[config.mk]
export PLATFORM = sky130hd
export DESIGN_NAME = spi_proto_bridge_flat
export DESIGN_NICKNAME = d
export VERILOG_FILES = /design/src/rtl/spi_proto_bridge_if.sv /design/src/rtl/spi_proto_bridge.sv /design/src/flat_wrapper.sv
export SDC_FILE = /design/constraint.sdc
export NUM_CORES = 1
export LEC_CHECK = 0
export BUFFER_PORTS_ARGS = -buffer_cell sky130_fd_sc_hd__buf_2
export CAP_MARGIN = 20
export CELL_PAD_IN_SITES_DETAIL_PLACEMENT = 0
export CELL_PAD_IN_SITES_GLOBAL_PLACEMENT = 1
export CORE_MARGIN = 5
export CORE_UTILIZATION = 30
export CTS_CLUSTER_SIZE = 8
export DETAILED_ROUTE_END_ITERATION = 7
export PLACE_DENSITY = 0.66
export SLEW_MARGIN = 20
export SYNTH_ARGS = -nofsm -noshare
export SYNTH_HDL_FRONTEND = slang
export SYNTH_SLANG_ARGS = --single-unit
[constraint.sdc]
create_clock -name clk -period 2 [get_ports clk]
set_input_delay 0.1 -clock clk [delete_from_list [all_inputs] [get_ports clk]]
set_output_delay 0.1 -clock clk [all_outputs]
set_load 0.01 [all_outputs]
[src/rtl/spi_proto_bridge_if.sv]
// Bundle of SPI byte-slave and protocol-wrapper client signals around spi_proto_bridge.
// The bridge uses the master modport; the surrounding SPI slave and clients use slave.
interface spi_proto_bridge_if #(
    parameter int N_CLIENTS = 2
);
    logic [7:0]             sb_rx_data;
    logic                   sb_rx_stb;
    logic                   sb_cs_start;
    logic                   sb_cs_end;
    logic [7:0]             sb_tx_data;
    logic                   sb_tx_valid;
    logic                   sb_tx_ack;
    logic [7:0]             pw_wdata;
    logic                   pw_wcmd;
    logic                   pw_wstb;
    logic                   pw_end;
    logic [N_CLIENTS-1:0]   pw_req;
    logic [N_CLIENTS-1:0]   pw_gnt;
    logic [8*N_CLIENTS-1:0] pw_rdata;
    logic [N_CLIENTS-1:0]   pw_rstb;
    logic                   tx_ovf;

    modport master (
        input  sb_rx_data, sb_rx_stb, sb_cs_start, sb_cs_end, sb_tx_ack,
        input  pw_req, pw_rdata, pw_rstb,
        output sb_tx_data, sb_tx_valid,
        output pw_wdata, pw_wcmd, pw_wstb, pw_end, pw_gnt, tx_ovf
    );

    modport slave (
        output sb_rx_data, sb_rx_stb, sb_cs_start, sb_cs_end, sb_tx_ack,
        output pw_req, pw_rdata, pw_rstb,
        input  sb_tx_data, sb_tx_valid,
        input  pw_wdata, pw_wcmd, pw_wstb, pw_end, pw_gnt, tx_ovf
    );
endinterface

[src/rtl/spi_proto_bridge.sv]
// Bridges an SPI byte-level slave to N protocol-wrapper clients: broadcasts received
// bytes, arbitrates one responder per transaction and queues its bytes in a FWFT FIFO.
module spi_proto_bridge #(
    parameter int N_CLIENTS = 2,
    parameter int TX_DEPTH  = 4
) (
    input  logic               clk,
    input  logic               rst,
    spi_proto_bridge_if.master bus
);
    localparam int AW = $clog2(TX_DEPTH);
    localparam logic [AW:0] FULL_CNT = TX_DEPTH[AW:0];

    typedef enum logic [1:0] {
        IDLE = 2'd0,
        CMD  = 2'd1,
        DATA = 2'd2
    } state_t;

    state_t state_q;
    state_t state_d;

    logic in_txn;
    logic txn_close;
    logic fwd;

    assign in_txn    = (state_q != IDLE);
    // A start inside a transaction closes it first, exactly like an explicit end.
    assign txn_close = in_txn && (bus.sb_cs_end || bus.sb_cs_start);
    assign fwd       = in_txn && bus.sb_rx_stb;

    // NOTE: combinational blocks assign every output a default first so no latch is inferred.
    always_comb begin
        state_d = state_q;
        case (state_q)
            IDLE: begin
                if (bus.sb_cs_start) state_d = CMD;
            end
            CMD: begin
                if (bus.sb_cs_start)    state_d = CMD;
                else if (bus.sb_cs_end) state_d = IDLE;
                else if (bus.sb_rx_stb) state_d = DATA;
            end
            DATA: begin
                if (bus.sb_cs_start)    state_d = CMD;
                else if (bus.sb_cs_end) state_d = IDLE;
            end
            default: state_d = IDLE;
        endcase
    end

    logic [7:0] wdata_q;
    logic       wcmd_q;
    logic       wstb_q;
    logic       end_q;

    // NOTE: sequential state uses non-blocking assignments so every register samples pre-edge values.
    always_ff @(posedge clk) begin
        if (rst) begin
            state_q <= IDLE;
            wdata_q <= 8'h00;
            wcmd_q  <= 1'b0;
            wstb_q  <= 1'b0;
            end_q   <= 1'b0;
        end else begin
            state_q <= state_d;
            wstb_q  <= fwd;
            wcmd_q  <= fwd && (state_q == CMD);
            end_q   <= txn_close;
            if (fwd) wdata_q <= bus.sb_rx_data;
        end
    end

    assign bus.pw_wdata = wdata_q;
    assign bus.pw_wcmd  = wcmd_q;
    assign bus.pw_wstb  = wstb_q;
    assign bus.pw_end   = end_q;

    logic [N_CLIENTS-1:0] gnt_q;
    logic [N_CLIENTS-1:0] pick;

    // Descending scan so the lowest requesting index is the one left standing.
    always_comb begin
        pick = '0;
        for (int i = N_CLIENTS - 1; i >= 0; i--) begin
            if (bus.pw_req[i]) begin
                pick    = '0;
                pick[i] = 1'b1;
            end
        end
    end

    // Grant is locked for the whole transaction and released the cycle after pw_end.
    always_ff @(posedge clk) begin
        if (rst) begin
            gnt_q <= '0;
        end else if (end_q) begin
            gnt_q <= '0;
        end else if (gnt_q == '0 && in_txn) begin
            gnt_q <= pick;
        end
    end

    assign bus.pw_gnt = gnt_q;

    logic [7:0] g_rdata;
    logic       g_rstb;

    always_comb begin
        g_rdata = 8'h00;
        g_rstb  = 1'b0;
        for (int i = 0; i < N_CLIENTS; i++) begin
            if (gnt_q[i]) begin
                g_rdata = bus.pw_rdata[8*i +: 8];
                g_rstb  = bus.pw_rstb[i];
            end
        end
    end

    logic [7:0]    mem [TX_DEPTH];
    logic [AW-1:0] wr_ptr;
    logic [AW-1:0] rd_ptr;
    logic [AW:0]   count_q;
    logic          empty;
    logic          full;
    logic          pop;
    logic          push_ok;
    logic          drop;

    assign empty   = (count_q == '0);
    assign full    = (count_q == FULL_CNT);
    assign pop     = bus.sb_tx_ack && !empty;
    // A pop in the same cycle frees the slot, so a push into a full FIFO still lands.
    assign push_ok = g_rstb && !end_q && (!full || pop);
    assign drop    = g_rstb && !end_q && full && !pop;

    always_ff @(posedge clk) begin
        if (rst || end_q) begin
            wr_ptr  <= '0;
            rd_ptr  <= '0;
            count_q <= '0;
        end else begin
            if (push_ok) wr_ptr <= wr_ptr + 1'b1;
            if (pop)     rd_ptr <= rd_ptr + 1'b1;
            case ({push_ok, pop})
                2'b10:   count_q <= count_q + 1'b1;
                2'b01:   count_q <= count_q - 1'b1;
                default: count_q <= count_q;
            endcase
        end
    end

    // NOTE: storage is not reset; the pointers and count alone define which entries are valid.
    always_ff @(posedge clk) begin
        if (push_ok) mem[wr_ptr] <= g_rdata;
    end

    logic ovf_q;

    always_ff @(posedge clk) begin
        if (rst || bus.sb_cs_start) begin
            ovf_q <= 1'b0;
        end else if (drop) begin
            ovf_q <= 1'b1;
        end
    end

    assign bus.tx_ovf      = ovf_q;
    assign bus.sb_tx_valid = !empty;
    // Head is masked while empty so stale storage never leaks onto the bus.
    assign bus.sb_tx_data  = empty ? 8'h00 : mem[rd_ptr];
endmodule

[src/flat_wrapper.sv]
// flat-port wrapper written by rule: the top's interface ports become plain ports
module spi_proto_bridge_flat 
#(
    parameter int N_CLIENTS = 2,
    parameter int TX_DEPTH  = 4
)
  (clk, rst, bus_sb_rx_data, bus_sb_rx_stb, bus_sb_cs_start, bus_sb_cs_end, bus_sb_tx_ack, bus_pw_req, bus_pw_rdata, bus_pw_rstb, bus_sb_tx_data, bus_sb_tx_valid, bus_pw_wdata, bus_pw_wcmd, bus_pw_wstb, bus_pw_end, bus_pw_gnt, bus_tx_ovf);
  spi_proto_bridge_if #(.N_CLIENTS(N_CLIENTS)) bus_i ();
  input  logic clk;
  input  logic rst;
  input wire logic [$bits(bus_i.sb_rx_data)-1:0] bus_sb_rx_data;
  input wire logic [$bits(bus_i.sb_rx_stb)-1:0] bus_sb_rx_stb;
  input wire logic [$bits(bus_i.sb_cs_start)-1:0] bus_sb_cs_start;
  input wire logic [$bits(bus_i.sb_cs_end)-1:0] bus_sb_cs_end;
  input wire logic [$bits(bus_i.sb_tx_ack)-1:0] bus_sb_tx_ack;
  input wire logic [$bits(bus_i.pw_req)-1:0] bus_pw_req;
  input wire logic [$bits(bus_i.pw_rdata)-1:0] bus_pw_rdata;
  input wire logic [$bits(bus_i.pw_rstb)-1:0] bus_pw_rstb;
  output wire logic [$bits(bus_i.sb_tx_data)-1:0] bus_sb_tx_data;
  output wire logic [$bits(bus_i.sb_tx_valid)-1:0] bus_sb_tx_valid;
  output wire logic [$bits(bus_i.pw_wdata)-1:0] bus_pw_wdata;
  output wire logic [$bits(bus_i.pw_wcmd)-1:0] bus_pw_wcmd;
  output wire logic [$bits(bus_i.pw_wstb)-1:0] bus_pw_wstb;
  output wire logic [$bits(bus_i.pw_end)-1:0] bus_pw_end;
  output wire logic [$bits(bus_i.pw_gnt)-1:0] bus_pw_gnt;
  output wire logic [$bits(bus_i.tx_ovf)-1:0] bus_tx_ovf;
  assign bus_i.sb_rx_data = bus_sb_rx_data;
  assign bus_i.sb_rx_stb = bus_sb_rx_stb;
  assign bus_i.sb_cs_start = bus_sb_cs_start;
  assign bus_i.sb_cs_end = bus_sb_cs_end;
  assign bus_i.sb_tx_ack = bus_sb_tx_ack;
  assign bus_i.pw_req = bus_pw_req;
  assign bus_i.pw_rdata = bus_pw_rdata;
  assign bus_i.pw_rstb = bus_pw_rstb;
  assign bus_sb_tx_data = bus_i.sb_tx_data;
  assign bus_sb_tx_valid = bus_i.sb_tx_valid;
  assign bus_pw_wdata = bus_i.pw_wdata;
  assign bus_pw_wcmd = bus_i.pw_wcmd;
  assign bus_pw_wstb = bus_i.pw_wstb;
  assign bus_pw_end = bus_i.pw_end;
  assign bus_pw_gnt = bus_i.pw_gnt;
  assign bus_tx_ovf = bus_i.tx_ovf;
  spi_proto_bridge #(.N_CLIENTS(N_CLIENTS), .TX_DEPTH(TX_DEPTH)) u_core (.clk(clk), .rst(rst), .bus(bus_i));
endmodule
==> run metrics <==
CP Capture Type=flop; worst slew pin tran=0.747 ns; Die Height=98.6 um; kind of critical path=flop to flop; Buf/Inv on CP=2; Post-synth EDFFs=32; Vias/cell=4.45; register area=1470 um^2; RR Startpoint=u_core.count_q[1]; Placed Cells=340; Root Driver=clkbuf_8; Synthesized Nets=213; clock sink count=57; largest net degree at the start of global routing=17; total power=2.59 mW; Synth-to-Final Area Change=34.5%; sequential area share after synthesis=62.1%; crit-path max cell delay=0.34 ns; largest family of logic cells by synthesized area=multiplexers; RSZ-0062 raised after global routing=true; Gate power share=11.3%; worst min path class=input port to flop; Pint=1.98 mW; Core Area=7690 um^2; Req. time, crit path=2.26 ns; Filler cells=753; Post-DP HPWL=3540 um; area share of fa/ha/maj cells after synthesis=3.51%; Seq cells post-synth=57; total routed wirelength=5050 um; Cell Pwr Density=817 nW/um^2; crit path launch type=flop; final setup fails=0; Yosys top cell by area=edfxtp_1; H-tree depth=3; Clk pin slew, worst setup/hold paths=0.07 ns; Post-Syn Area per Cell=13.6 um^2; diode count=0; first-pass GRT wire length=8310 um; origin of the worst min-delay path=bus_sb_rx_data[1]; WL/cell=13.8 um; area share of the leading cell type in the synthesized netlist=40.8%; width of the die=98.6 um; DR iter-0 viols=44; reg2reg path depth=9; Critical R2R Capture=u_core.count_q[2]; switching pwr=607 uW; hold path endpoint=u_core.bus.pw_wdata[1]; Post-Synth XOR/XNOR Area=1.49%; CTS tree=done; clock power share=39.2%; DIE AREA=9720 um^2; maximum VDD drop=0.329 mV; Crit path depth=9; Max Root-Sink Buffers=2; Slowest-stage cell, CP=or3_1; Slew HR=50.1%; via count=1,626; number of synthesis warnings=0; Tmin final=1.98 ns; delay-heaviest family, CP=simple AND/OR/NAND/NOR gates; share of cells above drive strength 1=40.3%; status=finished, final reports clean; hold path cells=3; Synth Area in Compound Gates=7.12%; Cell Area, Synth=2350 um^2; multiplexer area fraction after synthesis=12.4%; post-route ant nets=0; GRT Util Overall=10.9%; Post-synth ARST share=0%; CTS Buf Count=9; dominant cell by count in the synthesized netlist=edfxtp_1; total leakage power=1.28 nW; initial antenna violation count=0; Arr. time, crit path=2.24 ns; vias in the first global route=1,762; GR Overflow Total=0; area occupied by multi-input gates=872 um^2; cell count after synthesis=173; count of different cell masters after synthesis=35; MaxCap Viol Count=0; std cell rows=32; r2r setup slk=0.02 ns; Initial DRT Pass Iterations=4; Clock Skew=0.00602 ns; Synth top cells by count=edfxtp_1, dfxtp_1, nor2_1; CP max FO=2; final core occ=41.2%; max-slew violations=0; Initial Utilization=30.6%; RePlAce Congestion=0.700; port bufs=56; Primary FF master, synth=edfxtp_1; Fin. Hold Viols=0; simple logic cell fraction of the synthesized area=11.0%; period utilization=99.0%; beginning of the critical path=u_core.count_q[1]; Nets=298; Worst path most repeated cell=inv_1; Worst-Skew Late Latency=0.32 ns; Finished Layout Cells=365; Sequential Power Share=49.5%; top cells by area, synth=edfxtp_1, dfxtp_1, mux4_2, mux2i_1, nor2_1; DRC viols=0; Achievable Freq=505 MHz; I/O pin total=57; CP cell instances=nor4b_4 > a211oi_4 > inv_1 > ha_2 > inv_1 > fa_2 > xor2_1 > or3_1 > a21oi_2; sw frac=23.5%
## power by group through the flow
| stage | clock network, mW | registers (mW) | logic [mW] |
|---|---|---|---|
| finish | 1.01 | 1.28 | 0.293 |
| global route | 1.10 | 1.28 | 0.330 |
| CTS | 1.05 | 1.28 | 0.297 |
| detailed placement | 0 | 1.31 | 0.277 |
| global placement | 0 | 1.31 | 0.277 |
| floorplan | 0 | 1.31 | 0.143 |
## worst max-delay path by stage
stage                   endpoint  slack, ns
2_1_floorplan  u_core.count_q[2]      0.009
3_3_place_gp   u_core.count_q[2]       0.03
3_5_place_dp   u_core.count_q[2]      -0.01
4_1_cts        u_core.count_q[2]      0.003
5_1_grt        u_core.count_q[2]      -0.10
6_report       u_core.count_q[2]       0.02
## final cells by class
type                    count  area share, %
multi-input cells         101           27.5
clock inverters             6           1.86
repair buffers             80           15.2
flip-flops and latches     57           46.3
clock buffers              10           4.03
well taps                 102           4.03
inverters                   9           1.07
## timing repair
action                                  CTS  global route
setup buffers                             1             0
pin swaps                                 1             2
endpoints found under the hold margin     7             0
hold buffers                              8             0
gates resized for setup                   4             2
endpoints found under the setup margin    1             2
## cells by family after synthesis
logic type	Yosys count
flops	57
simple gates	50
compound gates	22
mux	19
buf+inv	15
fa+ha+maj	6
xor+xnor	4
## metal layers
layer	global-route usage, %	share of wire, %	wire, um
met2	17.9	48	2420
met4	5.04	0.20	10
met5	0	0	0
met3	4.03	7.9	400
met1	12.7	44	2220
## state kept, by name (all words and copies together), names as in the netlist, named ones only
name and count:
u_core.bus.pw_wstb 1, u_core.bus.tx_ovf 1, u_core.state_q 2, u_core.count_q 3
u_core.bus.pw_gnt 2, u_core.mem 32, u_core.bus.pw_end 1, u_core.bus.pw_wcmd 1
u_core.wr_ptr 2, u_core.bus.pw_wdata 8, u_core.rd_ptr 2
## layout by cell type (no fill, tap or decap), drive strengths merged, types with 2 or more instances in the layout
master	synthesis	final
a211oi	3	3
a21oi	3	3
a22o	8	8
a31oi	2	2
and2	4	4
buf	1	72
clkbuf	5	10
clkinv	0	3
clkinvlp	0	2
dfxtp	25	25
dlygate4sd3	0	8
edfxtp	32	32
ha	5	5
inv	9	9
mux2i	10	10
mux4	8	8
nand2	6	6
nor2	21	21
nor2b	8	8
o21ai	3	3
or2	2	2
xor2	4	4
## stage by stage
step	instance area, um^2	hold WS (ns)	setup WS (ns)	setup TNS (ns)
floorplan	2380	0.176	0.00929	0
global placement	2880	0.294	0.0339	0
global route	3170	0.0112	-0.102	-0.102
finish	3170	0.0206	0.0195	0
CTS	3160	0.00420	0.00335	0
detailed placement	2880	0.302	-0.0136	-0.0136
## tightest hold or removal path, stage by stage
cell and delay, ns:
buf_2 0.08, mux2i_1 0.05, nor2_1 0.08
No activity file was read; power rests on OpenSTA's default activity.
